### src/rtl/hash_io_pkg.sv
// Shared types and sizing helpers for the hash I/O bridge and its read mux.
package hash_io_pkg;

  typedef enum logic [1:0] {ST_LOAD, ST_START, ST_WAIT} state_t;

  localparam int DEF_DATA_W   = 8;
  localparam int DEF_BLOCK_W  = 512;
  localparam int DEF_DIGEST_W = 256;

  function automatic int word_cnt(int total_w, int word_w);
    return total_w / word_w;
  endfunction

  // At least one address bit even for a single-word target
  function automatic int addr_w(int words);
    return (words <= 1) ? 1 : $clog2(words);
  endfunction

endpackage

### src/rtl/hash_io_rdmux.sv
// Registered DATA_W-wide slice read from a wide register; out-of-range or disabled reads return 0.
module hash_io_rdmux
  import hash_io_pkg::*;
#(
  parameter int DATA_W  = DEF_DATA_W,
  parameter int TOTAL_W = DEF_DIGEST_W,
  parameter int ADDR_W  = addr_w(word_cnt(DEF_DIGEST_W, DEF_DATA_W)) + 1
) (
  input  logic               clk,
  input  logic               rst_n,
  input  logic               i_en,
  input  logic [ADDR_W-1:0]  i_addr,
  input  logic [TOTAL_W-1:0] i_data,
  output logic [DATA_W-1:0]  o_data
);

  localparam int WORDS = word_cnt(TOTAL_W, DATA_W);

  logic [DATA_W-1:0] w_sel;
  logic [DATA_W-1:0] r_data;

  always_comb begin
    w_sel = '0;
    for (int k = 0; k < WORDS; k++) begin
      if (i_addr == ADDR_W'(k)) w_sel = i_data[k*DATA_W +: DATA_W];
    end
  end

  always_ff @(posedge clk) begin
    if (!rst_n) r_data <= '0;
    else        r_data <= i_en ? w_sel : '0;
  end

  assign o_data = r_data;

endmodule

### src/rtl/hash_io_bridge.sv
// Word-serial load/unload bridge between a narrow bus and a wide-block hash core.
// Optional macro HASH_IO_AUTO_INC_EN: internal write pointer replaces wr_addr/wr_last.
module hash_io_bridge
  import hash_io_pkg::*;
#(
  parameter int DATA_W   = DEF_DATA_W,
  parameter int BLOCK_W  = DEF_BLOCK_W,
  parameter int DIGEST_W = DEF_DIGEST_W
) (
  input  logic                                          clk,
  input  logic                                          rst_n,
  input  logic                                          wr_en,
  input  logic [addr_w(word_cnt(BLOCK_W, DATA_W))-1:0]  wr_addr,
  input  logic [DATA_W-1:0]                             wr_data,
  input  logic                                          wr_last,
  input  logic                                          msg_end,
  output logic                                          wr_drop,
  output logic                                          busy,
  input  logic [addr_w(word_cnt(DIGEST_W, DATA_W)):0]   rd_addr,
  output logic [DATA_W-1:0]                             rd_data,
  output logic                                          digest_valid,
  output logic [BLOCK_W-1:0]                            core_block,
  output logic                                          core_start,
  output logic                                          core_first,
  input  logic                                          core_ready,
  input  logic [DIGEST_W-1:0]                           core_digest
);

  localparam int WORDS_IN  = word_cnt(BLOCK_W, DATA_W);
  localparam int WORDS_OUT = word_cnt(DIGEST_W, DATA_W);
  localparam int IN_AW     = addr_w(WORDS_IN);
  localparam int OUT_AW    = addr_w(WORDS_OUT) + 1;

  state_t               r_state;
  logic [BLOCK_W-1:0]   r_block;
  logic [DIGEST_W-1:0]  r_dig;
  logic                 r_end;
  logic                 r_first;
  logic                 r_dvalid;
  logic                 r_drop;
  logic                 r_start;
  logic                 r_cfirst;

  logic                 w_acc;
  logic                 w_last;
  logic [IN_AW-1:0]     w_idx;

  assign w_acc = wr_en && (r_state == ST_LOAD);

`ifdef HASH_IO_AUTO_INC_EN
  logic [IN_AW-1:0] r_wptr;
  logic             w_unused;

  assign w_idx    = r_wptr;
  assign w_last   = (r_wptr == IN_AW'(WORDS_IN - 1));
  assign w_unused = ^{wr_addr, wr_last};

  // WORDS_IN is a power of two, so the natural rollover is the wrap to 0
  always_ff @(posedge clk) begin
    if (!rst_n)     r_wptr <= '0;
    else if (w_acc) r_wptr <= r_wptr + 1'b1;
  end
`else
  assign w_idx  = wr_addr;
  assign w_last = wr_last;
`endif

  always_ff @(posedge clk) begin
    if (!rst_n) begin
      r_state  <= ST_LOAD;
      r_block  <= '0;
      r_dig    <= '0;
      r_end    <= 1'b0;
      r_first  <= 1'b1;
      r_dvalid <= 1'b0;
      r_drop   <= 1'b0;
      r_start  <= 1'b0;
      r_cfirst <= 1'b0;
    end else begin
      r_drop <= wr_en && (r_state != ST_LOAD);
      case (r_state)
        ST_LOAD: begin
          if (w_acc) begin
            for (int k = 0; k < WORDS_IN; k++) begin
              if (w_idx == IN_AW'(k)) r_block[k*DATA_W +: DATA_W] <= wr_data;
            end
            // First word of a new message retires the previous digest
            if (r_first) r_dvalid <= 1'b0;
            if (w_last) begin
              r_end    <= msg_end;
              r_start  <= 1'b1;
              r_cfirst <= r_first;
              r_state  <= ST_START;
            end
          end
        end
        ST_START: begin
          r_start  <= 1'b0;
          r_cfirst <= 1'b0;
          r_first  <= r_end;
          r_state  <= ST_WAIT;
        end
        ST_WAIT: begin
          if (core_ready) begin
            r_dig   <= core_digest;
            if (r_end) r_dvalid <= 1'b1;
            r_state <= ST_LOAD;
          end
        end
        default: r_state <= ST_LOAD;
      endcase
    end
  end

  hash_io_rdmux #(
    .DATA_W (DATA_W),
    .TOTAL_W(DIGEST_W),
    .ADDR_W (OUT_AW)
  ) u_rdmux (
    .clk   (clk),
    .rst_n (rst_n),
    .i_en  (r_dvalid),
    .i_addr(rd_addr),
    .i_data(r_dig),
    .o_data(rd_data)
  );

  assign busy         = (r_state != ST_LOAD);
  assign wr_drop      = r_drop;
  assign digest_valid = r_dvalid;
  assign core_block   = r_block;
  assign core_start   = r_start;
  assign core_first   = r_cfirst;

endmodule

### config.mk
export PLATFORM = sky130hd
export DESIGN_NAME = hash_io_bridge
export DESIGN_NICKNAME = d
export VERILOG_FILES = /design/src/rtl/hash_io_pkg.sv /design/src/rtl/hash_io_rdmux.sv /design/src/rtl/hash_io_bridge.sv
export SDC_FILE = /design/constraint.sdc
export NUM_CORES = 2
export LEC_CHECK = 0
export BUFFER_PORTS_ARGS = -buffer_cell sky130_fd_sc_hd__clkbuf_2
export CORE_AREA = 2 2 310 312
export DETAILED_ROUTE_END_ITERATION = 16
export DIE_AREA = 0 0 312 314
export MAX_ROUTING_LAYER = met4
export PLACE_DENSITY_LB_ADDON = 0.12
export SLEW_MARGIN = 20
export SYNTH_ARGS = -nofsm -noshare
export SYNTH_HDL_FRONTEND = slang
export SYNTH_HIERARCHICAL = 1
export SYNTH_SLANG_ARGS = --single-unit
export TNS_END_PERCENT = 20
### constraint.sdc
create_clock -name clk -period 5.3 [get_ports clk]
set_input_delay 0.265 -clock clk [delete_from_list [all_inputs] [get_ports clk]]
set_output_delay 0.265 -clock clk [all_outputs]
set_load 0.005 [all_outputs]
==> metrics <==
family with the most delay on the worst path=simple AND/OR/NAND/NOR gates; global-route usage over all layers=26.7%; Synth Flop Type=dfxtp_1; met2 WL=65500 µm; Critical Path Start=r_state[1]; EDFF count, synth=0; final count of hold timing violations=0; Worst R2R Setup Slack=2.60 ns; gr ovfl total=0; Final Non-Filler Cells=5680; placed cell areas=36200 µm²; critical path buffer and inverter count=0; Achievable Freq=371 MHz; yosys warns=6; via count=28300; share of flip-flops with an asynchronous set or reset=0%; Final Wtd Congestion=0.969; initial antenna violation count=6; Slew @ Worst Pin=1.08 ns; WHS=0.115 ns; top layer used by detailed routing=met4; placed cells=5249; initial DRC count=2070; syn nets=3709; max_slew headroom=27.7%; Metal-1 WL=53400 µm; PwrDens=314 nW/µm²; area fraction of the dominant cell type after synthesis=50.0%; worst reg2reg path startpoint=r_state[1]; CP endpoint=core_block[118]; cells after synthesis=3427; Final nets=4620; Reg clk slew, reported paths=0.06 ns; CTS tree=done; Mean Syn Cell Area=9.16 µm²; reg-to-reg endpoint=core_block[118]; R2R cell count=3; Worst path slowest cell=or4b_2; Critical Path RT=5.86 ns; Chip Height=314 µm; largest net degree at the start of global routing=140; Synth area leaders=dfxtp_1, mux2i_1, nand2_1, a21oi_1, clkbuf_1; Pre-antenna DRT Iters=6; Initial Utilization=33.2%; die area=98000 µm²; clk sinks=784; CP peak stage delay=1.16 ns; Unique masters post-synth=81; H-tree levels=3; drt drc=0; HPWL after DPL=92000 µm; Max-cap violations=0; Syn-to-layout area delta=33.3%; setup TNS=0 ns; met3 wire len=8210 µm; core area=94400 µm²; Worst VDD drop=234 µV; crit-path cells=or4b_2, nor3_4, mux2i_1; Finished Cell Area=41800 µm²; LEAKAGE=17.9 nW; Synth area leader=dfxtp_1; share of cells above drive strength 1=24.3%; IO Pins=807; wire per inst=23.3 µm; final-layout fill cell count=9387; critical path type=reg2reg; Die Wd=312 µm; worst-path maximum fanout=16; crit path time final=2.70 ns; unrepaired setup endpoints after global routing=false; clk_skew=0.0166 ns; number of global-route vias before repair=28200; Worst Path Arrival=3.26 ns; Tcrit/Tclk final=50.9%; port buffer count=806; Vias/cell=4.99; site row count=113; mapped cell area=31400 µm²; startpoint type of the worst setup path=register; FF+latch count, synth=784; CTS root buffer=clkbuf_16; DRT antenna net count=0; TritonCTS Buffers=89; worst skew pair latency=0.66 ns; outcome=finished, final reports clean; CTS max path bufs=3; global-route wire length before repair=191000 µm; WP depth=3; Max Slew Vio Count=0; drt total wl=132000 µm; HP Class=in2reg; Critical Path Sink Type=register; Seq/Total Area, Yosys=50.0%; setup violators final=0
-- worst min-delay path, delay by kind of cell --
family / cells / cell delay (ns)
multiplexers: 1 / 0.05
buffers and inverters: 1 / 0.24
AND/OR/NAND/NOR: 1 / 0.15
-- placed cells by master (no fill, tap or decap), types with 9 or more instances in the layout --
master,synthesis,final
o22ai_1,16,16
mux4_2,10,10
nor3_1,18,18
o21ai_0,44,44
buf_4,3,30
a22oi_1,10,10
nor2b_1,15,15
a211oi_1,12,12
dfxtp_1,784,784
clkbuf_1,219,18
clkbuf_2,0,802
dlygate4sd3_1,0,263
nand2b_1,9,9
clkinv_2,0,10
nand3_1,41,41
o221ai_1,9,9
nor2_1,36,36
mux2_2,14,14
mux2i_1,542,542
a21oi_1,303,303
nor3_4,28,28
nand2_1,1064,1056
clkbuf_16,0,90
clkbuf_8,0,23
-- per-layer routing --
layer,global-route usage (%),vias up
li1,-,13500
met2,45.4,956
met4,10.3,0
met1,30.6,13700
met5,-,-
met3,6.09,233
-- Yosys cell counts (all sizes together) (5+ instances only) --
cell and number:
a2111oi 6, a211oi 12, a21oi 303, a22oi 10, a31oi 8, a32oi 6
and2 8, and3 9, buf 60, clkbuf 219, dfxtp 784, inv 9
mux2 14, mux2i 542, mux4 10, nand2 1064, nand2b 9, nand3 45
nand4b 7, nand4bb 9, nor2 36, nor2b 15, nor3 51, nor4b 8
nor4bb 5, o211ai 7, o21a 5, o21ai 45, o221ai 9, o22ai 16
o31ai 5, or3b 5, or4b 8
-- sequential cells by signal, summed over array words and instances, names as in the netlist --
register	count
r_first	1
r_state	2
core_start	1
r_end	1
r_dig	256
digest_valid	1
u_rdmux/o_data	8
core_first	1
wr_drop	1
core_block	512
-- how the worst min path moves through the flow --
stage	slack (ns)	start	to	cells past startpoint
6_report	0.11	rst_n	core_block[204]	3
3_5_place_dp	0.44	r_dig[44]	r_dig[44]	2
3_3_place_gp	0.44	r_dig[54]	r_dig[54]	2
4_1_cts	0.07	rst_n	r_first	2
5_1_grt	0.11	rst_n	r_first	2
2_1_floorplan	0.40	core_digest[197]	r_dig[197]	2
-- cell families after synthesis --
family / after synthesis / synth area share (%)
compound gates: 478 / 8.88
buf+inv: 288 / 3.78
flops: 784 / 50.0
mux: 566 / 18.5
simple gates: 1311 / 18.8
-- per-stage QoR --
step	util [%]	worst slack (ns)	power, mW
floorplan	-	3.33	6.49
global placement	38.3	2.20	6.82
detailed placement	38.3	2.21	6.82
CTS	44.3	2.55	13.3
global route	44.3	2.43	13.6
finish	44.3	2.60	13.1
-- layout make-up --
class | count | area, µm² | share of cell area [%]
flip-flops and latches | 784 | 15700 | 37.5
multi-input cells | 2355 | 14600 | 34.8
repair buffers | 1099 | 6950 | 16.6
clock buffers | 131 | 2640 | 6.30
well taps | 1265 | 1580 | 3.78
clock inverters | 29 | 337 | 0.805
inverters | 9 | 41.3 | 0.0987
diodes | 8 | 20.0 | 0.0479
-- timing repair --
action / CTS / global route
endpoints found under the setup margin: 0 / 0
setup buffers: 0 / 0
hold buffers: 263 / 0
resized for setup: 0 / 0
endpoints found under the hold margin: 270 / 0
-- power breakdown --
part,total [mW],switching [mW],internal [mW],leakage (nW)
clock,6.29,2.59,3.70,1.46
sequential,5.98,0.0368,5.94,6.32
combinational,0.873,0.538,0.335,10.2
total,13.1,3.16,9.97,17.9
Power figures use the tool's default switching activity.
